[config.mk]
export PLATFORM = sky130hd
export DESIGN_NAME = nibble_serial_adder_flat
export DESIGN_NICKNAME = d
export VERILOG_FILES = /design/src/rtl/nsa_pkg.sv /design/src/rtl/nibble_serial_adder_if.sv /design/src/rtl/cla4_slice.sv /design/src/rtl/nibble_serial_adder.sv /design/src/flat_wrapper.sv
export SDC_FILE = /design/constraint.sdc
export NUM_CORES = 1
export LEC_CHECK = 0
export ABC_AREA = 0
export CAP_MARGIN = 20
export CORE_MARGIN = 2
export CORE_UTILIZATION = 54
export CTS_CLUSTER_DIAMETER = 100
export DETAILED_ROUTE_END_ITERATION = 12
export GPL_TIMING_DRIVEN = 0
export PLACE_DENSITY_LB_ADDON = 0.3
export SKIP_LAST_GASP = 1
export SLEW_MARGIN = 20
export SYNTH_ARGS = -nofsm -noshare
export SYNTH_HDL_FRONTEND = slang
export SYNTH_SLANG_ARGS = --single-unit
export TNS_END_PERCENT = 10
[constraint.sdc]
create_clock -name clk -period 4.6 [get_ports clk]
set_clock_uncertainty 0.2 [all_clocks]
set_input_delay 0.69 -clock clk [delete_from_list [all_inputs] [get_ports clk]]
set_output_delay 0.69 -clock clk [all_outputs]
set_load 0.03 [all_outputs]
[src/rtl/nsa_pkg.sv]
// rtl/nsa_pkg.sv - shared FSM encoding and nibble width for nibble_serial_adder
package nsa_pkg;

  localparam int NIBBLE_W = 4;

  typedef enum logic [1:0] {
    ST_IDLE = 2'd0,
    ST_RUN  = 2'd1,
    ST_DONE = 2'd2
  } state_t;

endpackage

[src/rtl/nibble_serial_adder_if.sv]
// rtl/nibble_serial_adder_if.sv - operand/result bundle; sub exists only with NIBBLE_SERIAL_ADDER_SUBTRACT_EN
interface nibble_serial_adder_if #(
  parameter int WIDTH = 16
);

  logic             start;
  logic [WIDTH-1:0] a;
  logic [WIDTH-1:0] b;
  logic             cin;
`ifdef NIBBLE_SERIAL_ADDER_SUBTRACT_EN
  logic             sub;
`endif
  logic             busy;
  logic             done;
  logic [WIDTH-1:0] sum;
  logic             cout;
  logic             ovf;

`ifdef NIBBLE_SERIAL_ADDER_SUBTRACT_EN
  modport master (output start, a, b, cin, sub, input busy, done, sum, cout, ovf);
  modport slave  (input start, a, b, cin, sub, output busy, done, sum, cout, ovf);
`else
  modport master (output start, a, b, cin, input busy, done, sum, cout, ovf);
  modport slave  (input start, a, b, cin, output busy, done, sum, cout, ovf);
`endif

endinterface

[src/rtl/cla4_slice.sv]
// rtl/cla4_slice.sv - combinational 4-bit carry-lookahead adder exposing every bit carry-out
module cla4_slice (
  input  logic [3:0] a,
  input  logic [3:0] b,
  input  logic       c0,
  output logic [3:0] s,
  output logic [3:0] c
);

  logic [3:0] p;
  logic [3:0] g;

  assign p = a ^ b;
  assign g = a & b;

  // c[i] is the carry out of bit i, flattened so no carry ripples
  assign c[0] = g[0] | (p[0] & c0);
  assign c[1] = g[1] | (p[1] & g[0]) | (p[1] & p[0] & c0);
  assign c[2] = g[2] | (p[2] & g[1]) | (p[2] & p[1] & g[0]) | (p[2] & p[1] & p[0] & c0);
  assign c[3] = g[3] | (p[3] & g[2]) | (p[3] & p[2] & g[1]) | (p[3] & p[2] & p[1] & g[0])
              | (p[3] & p[2] & p[1] & p[0] & c0);

  assign s = p ^ {c[2:0], c0};

endmodule

[src/rtl/nibble_serial_adder.sv]
// rtl/nibble_serial_adder.sv - nibble-serial adder; NIBBLE_SERIAL_ADDER_SUBTRACT_EN adds A-B via bus.sub
module nibble_serial_adder
  import nsa_pkg::*;
#(
  parameter int WIDTH = 16
) (
  input  logic                 clk,
  input  logic                 rst_n,
  nibble_serial_adder_if.slave bus
);

  localparam int N     = WIDTH / NIBBLE_W;
  localparam int IDX_W = $clog2(N);

  state_t             state;
  state_t             state_nx;
  logic [IDX_W-1:0]   idx;
  logic [WIDTH-1:0]   a_q;
  logic [WIDTH-1:0]   b_q;
  logic [WIDTH-1:0]   sum_q;
  logic               carry_q;
  logic               cout_q;
  logic               ovf_q;
  logic               sub_sel;
  logic               last_nib;
  logic [NIBBLE_W-1:0] nib_a;
  logic [NIBBLE_W-1:0] nib_b;
  logic [NIBBLE_W-1:0] nib_s;
  logic [NIBBLE_W-1:0] nib_c;

`ifdef NIBBLE_SERIAL_ADDER_SUBTRACT_EN
  assign sub_sel = bus.sub;
`else
  assign sub_sel = 1'b0;
`endif

  assign nib_a    = a_q[int'(idx)*NIBBLE_W +: NIBBLE_W];
  assign nib_b    = b_q[int'(idx)*NIBBLE_W +: NIBBLE_W];
  assign last_nib = (idx == IDX_W'(N - 1));

  cla4_slice u_slice (
    .a  (nib_a),
    .b  (nib_b),
    .c0 (carry_q),
    .s  (nib_s),
    .c  (nib_c)
  );

  always_ff @(posedge clk) begin
    if (!rst_n) state <= ST_IDLE;
    else        state <= state_nx;
  end

  always_comb begin
    state_nx = state;
    case (state)
      ST_IDLE: if (bus.start) state_nx = ST_RUN;
      ST_RUN:  if (last_nib)  state_nx = ST_DONE;
      ST_DONE: state_nx = ST_IDLE;
      default: state_nx = ST_IDLE;
    endcase
  end

  // Subtraction is folded in at latch time: invert B and force the carry-in
  always_ff @(posedge clk) begin
    if (!rst_n) begin
      idx     <= '0;
      a_q     <= '0;
      b_q     <= '0;
      sum_q   <= '0;
      carry_q <= 1'b0;
      cout_q  <= 1'b0;
      ovf_q   <= 1'b0;
    end else begin
      case (state)
        ST_IDLE: begin
          if (bus.start) begin
            a_q     <= bus.a;
            b_q     <= sub_sel ? ~bus.b : bus.b;
            carry_q <= sub_sel ? 1'b1 : bus.cin;
            idx     <= '0;
          end
        end
        ST_RUN: begin
          sum_q[int'(idx)*NIBBLE_W +: NIBBLE_W] <= nib_s;
          carry_q <= nib_c[3];
          idx     <= idx + 1'b1;
          if (last_nib) begin
            cout_q <= nib_c[3];
            ovf_q  <= nib_c[2] ^ nib_c[3];
          end
        end
        default: ;
      endcase
    end
  end

  assign bus.busy = (state == ST_RUN);
  assign bus.done = (state == ST_DONE);
  assign bus.sum  = sum_q;
  assign bus.cout = cout_q;
  assign bus.ovf  = ovf_q;

endmodule
[src/flat_wrapper.sv]
// flat-port wrapper written by rule: the top's interface ports become plain ports
module nibble_serial_adder_flat import nsa_pkg::*;
#(
  parameter int WIDTH = 16
)
  (clk, rst_n, bus_start, bus_a, bus_b, bus_cin, bus_busy, bus_done, bus_sum, bus_cout, bus_ovf);
  nibble_serial_adder_if #(.WIDTH(WIDTH)) bus_i ();
  input  logic clk;
  input  logic rst_n;
  input wire logic [$bits(bus_i.start)-1:0] bus_start;
  input wire logic [$bits(bus_i.a)-1:0] bus_a;
  input wire logic [$bits(bus_i.b)-1:0] bus_b;
  input wire logic [$bits(bus_i.cin)-1:0] bus_cin;
  output wire logic [$bits(bus_i.busy)-1:0] bus_busy;
  output wire logic [$bits(bus_i.done)-1:0] bus_done;
  output wire logic [$bits(bus_i.sum)-1:0] bus_sum;
  output wire logic [$bits(bus_i.cout)-1:0] bus_cout;
  output wire logic [$bits(bus_i.ovf)-1:0] bus_ovf;
  assign bus_i.start = bus_start;
  assign bus_i.a = bus_a;
  assign bus_i.b = bus_b;
  assign bus_i.cin = bus_cin;
  assign bus_busy = bus_i.busy;
  assign bus_done = bus_i.done;
  assign bus_sum = bus_i.sum;
  assign bus_cout = bus_i.cout;
  assign bus_ovf = bus_i.ovf;
  nibble_serial_adder #(.WIDTH(WIDTH)) u_core (.clk(clk), .rst_n(rst_n), .bus(bus_i));
endmodule
== Word-level counts from Yosys, hierarchy flattened ==
Index checks and enable logic that the tools add are counted.

* Register bits: 55
* Output and inout port bits: 20
* Word-level logic and storage cells: 63

* Add/sub/neg operators: 2
* Equality and inequality tests: 5
* Shifts and indexed selects: 4
* Mux-type cells: 8
* Bitwise logic cells: 30
* Reductions and logical operators: 6

{| class="wikitable"
|+ Operators by type and width
! operator !! count
|-
| $neg 4->33 || 1
|-
| $shift 4x33->16 const A || 1
|-
| $shiftx 4x33->16 || 1
|-
| $shiftx 16x5->4 || 2
|-
| $and 1x1->1 || 16
|-
| $bwmux 16 || 1
|-
| $or 1x1->1 || 10
|-
| $pmux 2 s2 || 2
|-
| $reduce_and 2->1 || 4
|-
| $xor 4x4->4 || 2
|-
| $mux 2 || 3
|-
| $and 4x4->4 || 1
|-
| $eq 2x2->1 const B || 2
|-
| $add 2x1->2 const B || 1
|-
| $eq 2x1->1 const B || 1
|-
| $logic_not 2->1 || 1
|-
| $ne 2x1->1 const B || 1
|-
| $ne 2x2->1 const B || 1
|-
| $pmux 1 s2 || 1
|-
| $reduce_bool 2->1 || 1
|-
| $mux 1 || 1
|-
| $xor 1x1->1 || 1
|}

== Longest topological paths before layout ==
Gate-level depths: netlist (run 1).

* Depth in word-level cells: 9
* Mapped depth: 7

== Cells and area by module ==
Synthesis (run 1) repeated with hierarchy kept, for this count alone.

* Cells, all modules: 280
* Area, all modules: 2601.2 µm²

{| class="wikitable"
|+ Modules (own cells, without submodules)
! module !! times used !! cells each !! area an instance (µm²) !! seq. area each (µm²)
|-
| nibble_serial_adder || 1 || 265 || 2458.6 || 1101.1
|-
| cla4_slice || 1 || 15 || 142.6 || 0.0
|}

== Least setup slack after synthesis (run 1) ==
No wires, ideal clock.

* Path type: reg2reg
* Start: reg u_core.idx[0]
* End: reg u_core.sum_q[11], in the netlist u_core.bus.sum[11]
* Data arrival time: 2364 ps
* Required time: 4272 ps
* Path slack: 1909 ps
* Cell stages (with the launch flop): 8
* Buffers on the path: 1
* Cells stage by stage: dfxtp_1 > buf_4 > mux4_2 > ha_1 > a211o_1 > a21oi_2 > xnor2_1 > o21ai_0

* Longest elaborated chain between the ends: 9
* Elaborated cells between the ends (all ways): 24

{| class="wikitable"
|+ RTL lines
! what !! RTL line !! source
|-
| from (decl) || nibble_serial_adder.sv:17 || <nowiki>logic [IDX_W-1:0] idx;</nowiki>
|-
| from (signal assigned) || nibble_serial_adder.sv:87 || <nowiki>idx <= idx + 1'b1;</nowiki>
|-
| $shiftx 16x5->4 (on tied branches) || nibble_serial_adder.sv:37, nibble_serial_adder.sv:38 ||
|-
| $xor 4x4->4 or $and 4x4->4 (tied branches) || cla4_slice.sv:13, cla4_slice.sv:14 ||
|-
| $and 1x1->1 || cla4_slice.sv:19 || <nowiki>assign c[2] = g[2] | (p[2] & g[1]) | (p[2] & p[1] & g[0]) | (p[2] & p[1] & p[0] & c0);</nowiki>
|-
| $or 1x1->1 or $and 1x1->1 (tied branches) (2 in a row) || cla4_slice.sv:19 ||
|-
| $or 1x1->1 || cla4_slice.sv:19 ||
|-
| $xor 4x4->4 || cla4_slice.sv:23 || <nowiki>assign s = p ^ {c[2:0], c0};</nowiki>
|-
| $shiftx 4x33->16 || nibble_serial_adder.sv:85 || <nowiki>sum_q[int'(idx)*NIBBLE_W +: NIBBLE_W] <= nib_s;</nowiki>
|-
| $bwmux 16 * || nibble_serial_adder.sv:85 ||
|-
| to (signal, indexed assignment) || nibble_serial_adder.sv:85 ||
|-
| to (decl) || nibble_serial_adder.sv:20 || <nowiki>logic [WIDTH-1:0] sum_q;</nowiki>
|}

Every way passes the cells marked *; elsewhere a longest branch is shown, timed or not.
A chain may end at the register's enable or synchronous reset.

== Worst setup path after layout (run 1) ==
* Start: reg u_core.idx[0]
* End: reg u_core.sum_q[3], in the netlist u_core.bus.sum[3]

The elaborated chain is that of the path after synthesis.

==> run_results.csv, run 1 <==
group,metric,value,unit
status,status,"finished, final reports clean",
yosys,netlist_area,2600,sq um
critical_path,worstPathArrival,2.99,ns
power,combPwrFrac,17.1,%
timing,slew_violations,0,
route,drt_iter0_markers,158,
critical_path,cp_max_fo,10,
yosys,synth.most_common_cell,"nand2_1",
hold_path,hold_class,"reg2reg",
clocking,cts.hold.buffers_added,0,
global_routing,grt_pass1_vias,2006,
yosys,synth_edf_count,0,
placed_design,port-buffer-count,54,
timing,fin_ws,1.59,ns
clocking,cts_max_level,2,
power,power.share.sequential,52.7,%
timing,period_needed,3.01,ns
die,die_h,73.5,um
clocking,postCtsSetupRepairBufs,0,
critical_path,worst-endpoint-required,4.58,ns
timing,rsz0062_at_grt,"false",
timing,hold_viol,0,
placed_design,pre_cts_ws,1.55,ns
die,start_util,55.5,%
critical_path,cpPeakStageDelay,0.59,ns
yosys,yosysTopAreaCell,"dfxtp_1",
clocking,cts_resized,0,
clocking,root_buffer,"clkbuf_8",
flow_run,maxCapViolCount,0,
yosys,netlist_top_cells_count,"nand2_1, dfxtp_1, a21boi_0",
route,vias,2122,
clocking,cts_buffer_depth,2,
power,clkPwrFrac,30.2,%
yosys,synth_seq_cells,55,
timing,setup_viol,0,
die,design.die.area,5400,sq um
critical_path,crit_type,"reg2reg",
clocking,clk_pin_slew,0.09,ns
yosys,synth_flop_cell,"dfxtp_1",
global_routing,overflow,0,
timing,holdWs,0.266,ns
route,wl,5570,um
yosys,synth.distinct_cells,43,
route,viasPerCell,5.43,
die,chipWidth,73.5,um
critical_path,cpMaxStageDelayCell,"mux4_2",
route,routedWlPerCell,14.2,um
die,row_count,25,
yosys,yosys_warnings,0,
global_routing,grt_start_max_net_pins,17,
placed_design,dpl.hpwl,4180,um
power,power.leakage,1.23,nW
die,core-area,4690,sq um
placed_design,place_congestion,0.798,
critical_path,ff2ff_path_depth,7,
route,postRouteAntennaNets,0,
global_routing,grt.total_usage,22.5,%
route,first_pass_iters,4,
final_layout,syn2layout_area_growth,27.3,%
yosys,yosysSeqAreaShare,42.3,%
clocking,cts_tree,"built",
yosys,synth_nets,323,
power,sw_frac_of_total,26.0,%
yosys,ys_top_cells_by_area,"dfxtp_1, nand2_1, a21boi_0",
final_layout,fin_nets,384,
final_layout,drive_above_1_share,10.1,%
route,drc_errors,0,
timing,finalSetupTns,0,ns
die,ios,56,
clocking,cts_buffers,5,
power,p_per_area,291,nW/um^2
yosys,synth.avg_cell_area,9.47,sq um
final_layout,diodes,0,
timing,tightestPinTransition,0.599,ns
yosys,ys_async_sr_fraction,0,%
clocking,clock_latency,0.30,ns
critical_path,start_kind,"flop",
critical_path,endpoint_kind,"flop",
global_routing,antenna_found_initial,0,
timing,fmaxAchievable,0.332,GHz
clocking,cts_sinks,55,
power,switchingPower,0.251,mW
timing,finalCritPeriodShare,65.4,%
critical_path,cp_cell_sequence,"buf_4 -> mux4_2 -> ha_1 -> a211o_1 -> a21oi_2 -> xnor2_1 -> o21ai_0",
global_routing,grt_pass1_wl,9350,um
hold_path,min_path_cells,2,
power,power,0.966,mW
yosys,syn_inst,275,
timing,slew_headroom,60.1,%
power,internal_power,0.715,mW
final_layout,fill_cells,369,
power,vdd_drop_max,0.000148,V
yosys,synth_top_cell_area_share,42.3,%
[flip-flops by register name, indices dropped and copies added (netlist names)]
name,count
u_core.a_q,16
u_core.state,2
u_core.carry_q,1
u_core.b_q,16
u_core.bus.ovf,1
u_core.bus.cout,1
u_core.bus.sum,16
u_core.idx,2
[final timing paths]
path,start,endpoint,slack (ns)
worst min register to register,u_core.b_q[8],u_core.b_q[8],0.27
worst max register to register,u_core.idx[0],u_core.bus.sum[3],1.59
worst max-delay path,u_core.idx[0],u_core.bus.sum[3],1.59
worst min-delay path,u_core.b_q[8],u_core.b_q[8],0.27
[worst max-delay path, delay by kind of cell, from the launching register on]
family          cells  cell delay [ns]
buf+inv             1             0.30
fa+ha+maj           1             0.33
mux                 1             0.59
flops               1             0.54
xor+xnor            1             0.24
compound gates      3             0.69
[power groups by stage]
stage	Combinational [mW]	Sequential (mW)	Clock [mW]
5_1_grt	0.183	0.512	0.314
2_1_floorplan	0.101	0.520	0
3_3_place_gp	0.160	0.519	0
4_1_cts	0.164	0.509	0.294
6_report	0.165	0.510	0.292
3_5_place_dp	0.164	0.520	0
[cell type report]
class | count | area [sq um] | share of cell area [%]
Buffer | 16 | 92.6 | 2.79
Clock buffer | 7 | 96.3 | 2.90
Clock inverter | 1 | 7.51 | 0.226
Inverter | 5 | 18.8 | 0.566
Multi-Input combinational cell | 199 | 1390 | 42.0
Sequential cell | 55 | 1100 | 33.2
Tap cell | 54 | 67.6 | 2.04
Timing Repair Buffer | 54 | 541 | 16.3
[stage by stage]
stage | instances | util [%] | cell area [sq um]
floorplan | 275 | - | 2610
global placement | 383 | 68.5 | 3210
detailed placement | 383 | 68.5 | 3210
CTS | 391 | 70.7 | 3320
global route | 391 | 70.7 | 3320
finish | 391 | 70.7 | 3320
[routing by layer]
metal	global-route usage [%]	share of wire (%)	up-vias
met5	0	0	-
met4	5.86	0.84	0
met3	4.66	5.2	4
met2	36.6	47	55
met1	30.5	47	991
li1	-	-	1072
[placed cells by master (no fill, tap or decap), drive strengths merged, types with 3 or more instances in the layout]
cell type      count
nand2b             3
nand3              4
nor2               4
a21oi              4
buf                8
ha                11
dfxtp             55
clkbuf            15
nand2             74
clkdlybuf4s50     54
a32oi              4
o21ai              8
a22oi              8
nor2b             14
mux4               8
inv                5
a21boi            33
[cell families after synthesis]
family,synth area share (%)
buffers and inverters,4.27
AOI/OAI and AO/OA,18.7
DFF,42.3
xor gates and xnor gates,0.673
muxes,6.92
adders and majority gates,6.05
and+or+nand+nor,21.1
(Power assumes the default switching activity.)
==> run 2: changes to the inputs <==
- CORE_UTILIZATION: 54 -> 46
- clock period: 4.6 -> 2.7 ns (I/O delays scaled with it)
==> run 2 against run 1 <==
Against the previous run:
- global-route usage shrank 3.4 points
- via count grew 0.38%
- sequential cell count is the same
- highest routed layer unchanged
==> run_results.csv, run 2 (synthesis gave the netlist of run 1 again) <==
group,metric,value,unit
status,status,"finished, final reports clean",
global_routing,overflow,0,
final_layout,final_cells,413,
final_layout,drive_above_1_share,11.4,%
timing,slew_headroom,71.1,%
final_layout,fin_nets,388,
clocking,cts.hold.buffers_added,0,
global_routing,grt_start_max_net_pins,16,
clocking,cts_buffer_depth,2,
route,wl,5650,um
timing,slew_violations,0,
critical_path,cp_cell_sequence,"buf_8 -> mux4_2 -> ha_1 -> a211o_1 -> a21oi_4 -> buf_4 -> o21ba_2 -> a21oi_1",
final_layout,diodes,0,
die,die_h,79.3,um
placed_design,dpl.hpwl,4260,um
clocking,cts_buffers,5,
die,chipWidth,79.3,um
hold_path,hold_class,"reg2reg",
placed_design,place_inst,401,
die,ios,56,
route,vias,2130,
flow_run,maxCapViolCount,0,
timing,period_needed,2.61,ns
power,power,1.60,mW
clocking,cts_max_level,2,
final_layout,syn2layout_area_growth,29.5,%
clocking,cts_tree,"built",
route,routedWlPerCell,13.7,um
route,postRouteAntennaNets,0,
route,drc_errors,0,
clocking,clock_latency,0.30,ns
route,drt_iter0_markers,96,
critical_path,worstPathArrival,2.61,ns
final_layout,final_common_cell,"nand2_1",
clocking,root_buffer,"clkbuf_8",
power,vdd_drop_max,0.000271,V
die,start_util,47.6,%
route,first_pass_iters,4,
timing,tightestPinTransition,0.433,ns
timing,fmaxAchievable,0.384,GHz
critical_path,cp_max_fo,10,
critical_path,worst-endpoint-required,2.70,ns
die,core-area,5470,sq um
placed_design,port-buffer-count,54,
critical_path,cpMaxStageDelayCell,"mux4_2",
placed_design,place_congestion,0.805,
clocking,clk_pin_slew,0.10,ns
route,viasPerCell,5.16,
timing,finalCritPeriodShare,96.5,%
clocking,cts_sinks,55,
critical_path,crit_type,"reg2reg",
timing,setup_viol,0,
power,power.leakage,1.25,nW
global_routing,grt_pass1_wl,9410,um
critical_path,start_kind,"flop",
die,row_count,27,
critical_path,endpoint_kind,"flop",
critical_path,cpPeakStageDelay,0.55,ns
final_layout,layout_common_cells,"nand2_1, clkdlybuf4s50_1, dfxtp_1, a21boi_0, nor2b_1",
global_routing,antenna_found_initial,0,
global_routing,grt_pass1_vias,2043,
power,p_per_area,473,nW/um^2
die,design.die.area,6280,sq um
global_routing,grt.total_usage,19.1,%
timing,hold_viol,0,
[run 2: path summary, 6_finish.rpt]
check                                   start         endpoint  slack (ns)  cells past startpoint
worst min-delay path            u_core.a_q[3]    u_core.a_q[3]        0.27                      2
worst min register to register  u_core.a_q[3]    u_core.a_q[3]        0.27                      2
worst max-delay path            u_core.idx[0]  u_core.bus.cout        0.09                      8
worst max register to register  u_core.idx[0]  u_core.bus.cout        0.09                      8
[run 2: power by group]
group	switching (mW)	internal (mW)	total [mW]
Clock	0.257	0.183	0.440
Sequential	0.0196	0.846	0.866
Combinational	0.144	0.146	0.290
[run 2: worst max-delay path: cells and delay by family, from the launching register on]
| family | cells | cell delay, ns |
|---|---|---|
| compound gates | 4 | 0.74 |
| fa+ha+maj | 1 | 0.32 |
| buf+inv | 2 | 0.30 |
| flops | 1 | 0.39 |
| mux | 1 | 0.55 |
[run 2: cell type report]
type | instances | area, sq um
fillers | 502 | 2100
multi-input cells | 199 | 1410
flip-flops and latches | 55 | 1100
repair buffers | 58 | 571
plain buffers | 16 | 101
well taps | 72 | 90.1
clock buffers | 7 | 76.3
inverters | 5 | 18.8
clock inverters | 1 | 5.00
[run 2: stage by stage]
stage	TNS, ns	hold slack, ns	util [%]	cell area (sq um)	worst slack (ns)
2_1_floorplan	0	0.232	-	2610	0.00850
3_3_place_gp	-1.99	0.245	59.1	3240	-0.300
3_5_place_dp	-2.80	0.256	59.1	3240	-0.382
4_1_cts	0	0.268	61.2	3350	0.0199
5_1_grt	-0.00460	0.280	61.7	3370	-0.00460
6_report	0	0.265	61.7	3370	0.0938
[run 2: timing repair]
item / CTS / global route
pin swaps: 0 / 1
buffers inserted: 1 / 3
setup endpoints to repair: 15 / 7
resized for setup: 7 / 0
[run 2: layer usage]
metal	up-vias	share of wire (%)	wire length, um	global-route usage (%)
met5	-	0	0	0
met4	0	0.48	27	5.17
met3	2	6.4	361	4.09
met2	59	47	2680	31.8
met1	989	46	2590	25.3
li1	1080	-	-	-
==> run 3: changes to the inputs <==
- RECOVER_POWER: not set -> 100
==> run 3 against run 2 <==
Against the previous run:
- clock power decreased by 0.9%
- highest routed layer unchanged
- sequential share of layout area increased by 0.17 points
- critical path type unchanged
- die area unchanged
- critical endpoint unchanged
- largest cell class unchanged
- global-route usage unchanged
- worst hold slack about the same
- largest power group unchanged
- non-clock buffer count unchanged
==> run_results.csv, run 3 (synthesis gave the netlist of run 1 again) <==
group,metric,value,unit
status,status,"finished, final reports clean",
power,vdd_drop_max,0.000269,V
route,first_pass_iters,4,
route,postRouteAntennaNets,0,
clocking,cts_tree,"built",
clocking,cts_max_level,2,
global_routing,grt_pass1_vias,2043,
route,viasPerCell,5.12,
critical_path,rrSetupSlack,0.09,ns
final_layout,seqCellArea,1100,sq um
global_routing,grt_start_max_net_pins,16,
critical_path,crit_type,"reg2reg",
placed_design,pre_cts_ws,-0.382,ns
timing,tightestPinTransition,0.454,ns
clocking,root_buffer,"clkbuf_8",
global_routing,grt.total_usage,19.1,%
die,core-area,5470,sq um
clocking,cts_buffers,5,
hold_path,hold_class,"reg2reg",
final_layout,layout_common_cells,"nand2_1, dfxtp_1, clkdlybuf4s50_1, a21boi_0, dlygate4sd3_1",
final_layout,drive_above_1_share,10.3,%
die,chipWidth,79.3,um
final_layout,fill_cells,502,
route,vias,2113,
final_layout,diodes,0,
global_routing,grt_pass1_wl,9410,um
route,drt_iter0_markers,84,
placed_design,place_congestion,0.805,
timing,slew_violations,0,
clocking,clk_pin_slew,0.09,ns
final_layout,syn2layout_area_growth,28.9,%
die,design.die.area,6280,sq um
die,die_h,79.3,um
power,p_per_area,472,nW/um^2
clocking,clock_latency,0.30,ns
die,row_count,27,
clocking,cts_sinks,55,
timing,period_needed,2.61,ns
critical_path,worstPathArrival,2.60,ns
global_routing,antenna_found_initial,0,
die,ios,56,
final_layout,fin_nets,388,
final_layout,final_common_cell,"nand2_1",
timing,setup_viol,0,
timing,fin_ws,0.0929,ns
placed_design,port-buffer-count,54,
placed_design,place_inst,401,
critical_path,endpoint_kind,"flop",
critical_path,cp_max_fo,10,
timing,hold_viol,0,
timing,finalSetupTns,0,ns
placed_design,dpl.hpwl,4260,um
timing,holdWs,0.265,ns
clocking,cts_buffer_depth,2,
final_layout,multiInputGateArea,1410,sq um
timing,slew_headroom,69.8,%
die,start_util,47.6,%
route,wl,5610,um
power,power.leakage,1.30,nW
critical_path,start_kind,"flop",
route,routedWlPerCell,13.6,um
flow_run,maxCapViolCount,0,
timing,fmaxAchievable,0.384,GHz
route,drc_errors,0,
global_routing,overflow,0,
timing,finalCritPeriodShare,96.6,%
final_layout,final_cells,413,
critical_path,worst-endpoint-required,2.70,ns
==> run 3: changes by cell type in the layout (fill, tap and decap cells not counted), sizes merged <==
cell	delta
buf	-3
clkbuf	+3
clkdlybuf4s50	-20
dlygate4sd3	+20
==> run 3: cell type report <==
| class | instances | share of cell area (%) |
|---|---|---|
| multi-input cells | 199 | 41.9 |
| flip-flops and latches | 55 | 32.9 |
| repair buffers | 58 | 17.0 |
| well taps | 72 | 2.68 |
| plain buffers | 16 | 2.50 |
| clock buffers | 7 | 2.27 |
| inverters | 5 | 0.559 |
| clock inverters | 1 | 0.149 |
==> run 3: metal layers <==
layer / track usage, % / wire [um]
met4: 5.17 / 43
met1: 25.3 / 2610
met3: 4.09 / 253
met5: 0 / 0
met2: 31.8 / 2710
==> run 3: through the flow <==
| step | total power, mW | utilization, % | instance area (sq um) |
|---|---|---|---|
| detailed placement | 1.17 | 59.1 | 3240 |
| finish | 1.59 | 61.3 | 3360 |
| global route | 1.67 | 61.3 | 3360 |
| floorplan | 1.06 | - | 2610 |
| global placement | 1.16 | 59.1 | 3240 |
| CTS | 1.60 | 61.2 | 3350 |
==> run 3: worst max-delay path, stage by stage, from the launching register on <==
cell and delay (ns):
dfxtp_4 0.39, buf_8 0.16, mux4_2 0.55, ha_1 0.32, a211o_1 0.34, a21oi_4 0.21, buf_4 0.14, o21ba_2 0.13
a21oi_1 0.06
==> run 3: timing repair <==
| action | CTS | global route |
|---|---|---|
| setup endpoints to repair | 15 | 7 |
| buffers inserted | 1 | 3 |
| hold buffers | 0 | 0 |
| pin swaps | 0 | 1 |
| resized for setup | 7 | 0 |
==> run 3: final timing paths <==
check                              startpoint         endpoint  depth (start not counted)
worst min-delay path            u_core.a_q[8]    u_core.a_q[8]                          2
worst max-delay path            u_core.idx[0]  u_core.bus.cout                          8
worst max register to register  u_core.idx[0]  u_core.bus.cout                          8
worst min register to register  u_core.a_q[8]    u_core.a_q[8]                          2
==> run 3: report_power, final <==
part,internal [mW],switching [mW],total [mW]
registers,0.846,0.0194,0.865
logic,0.140,0.143,0.283
clock network,0.183,0.253,0.436
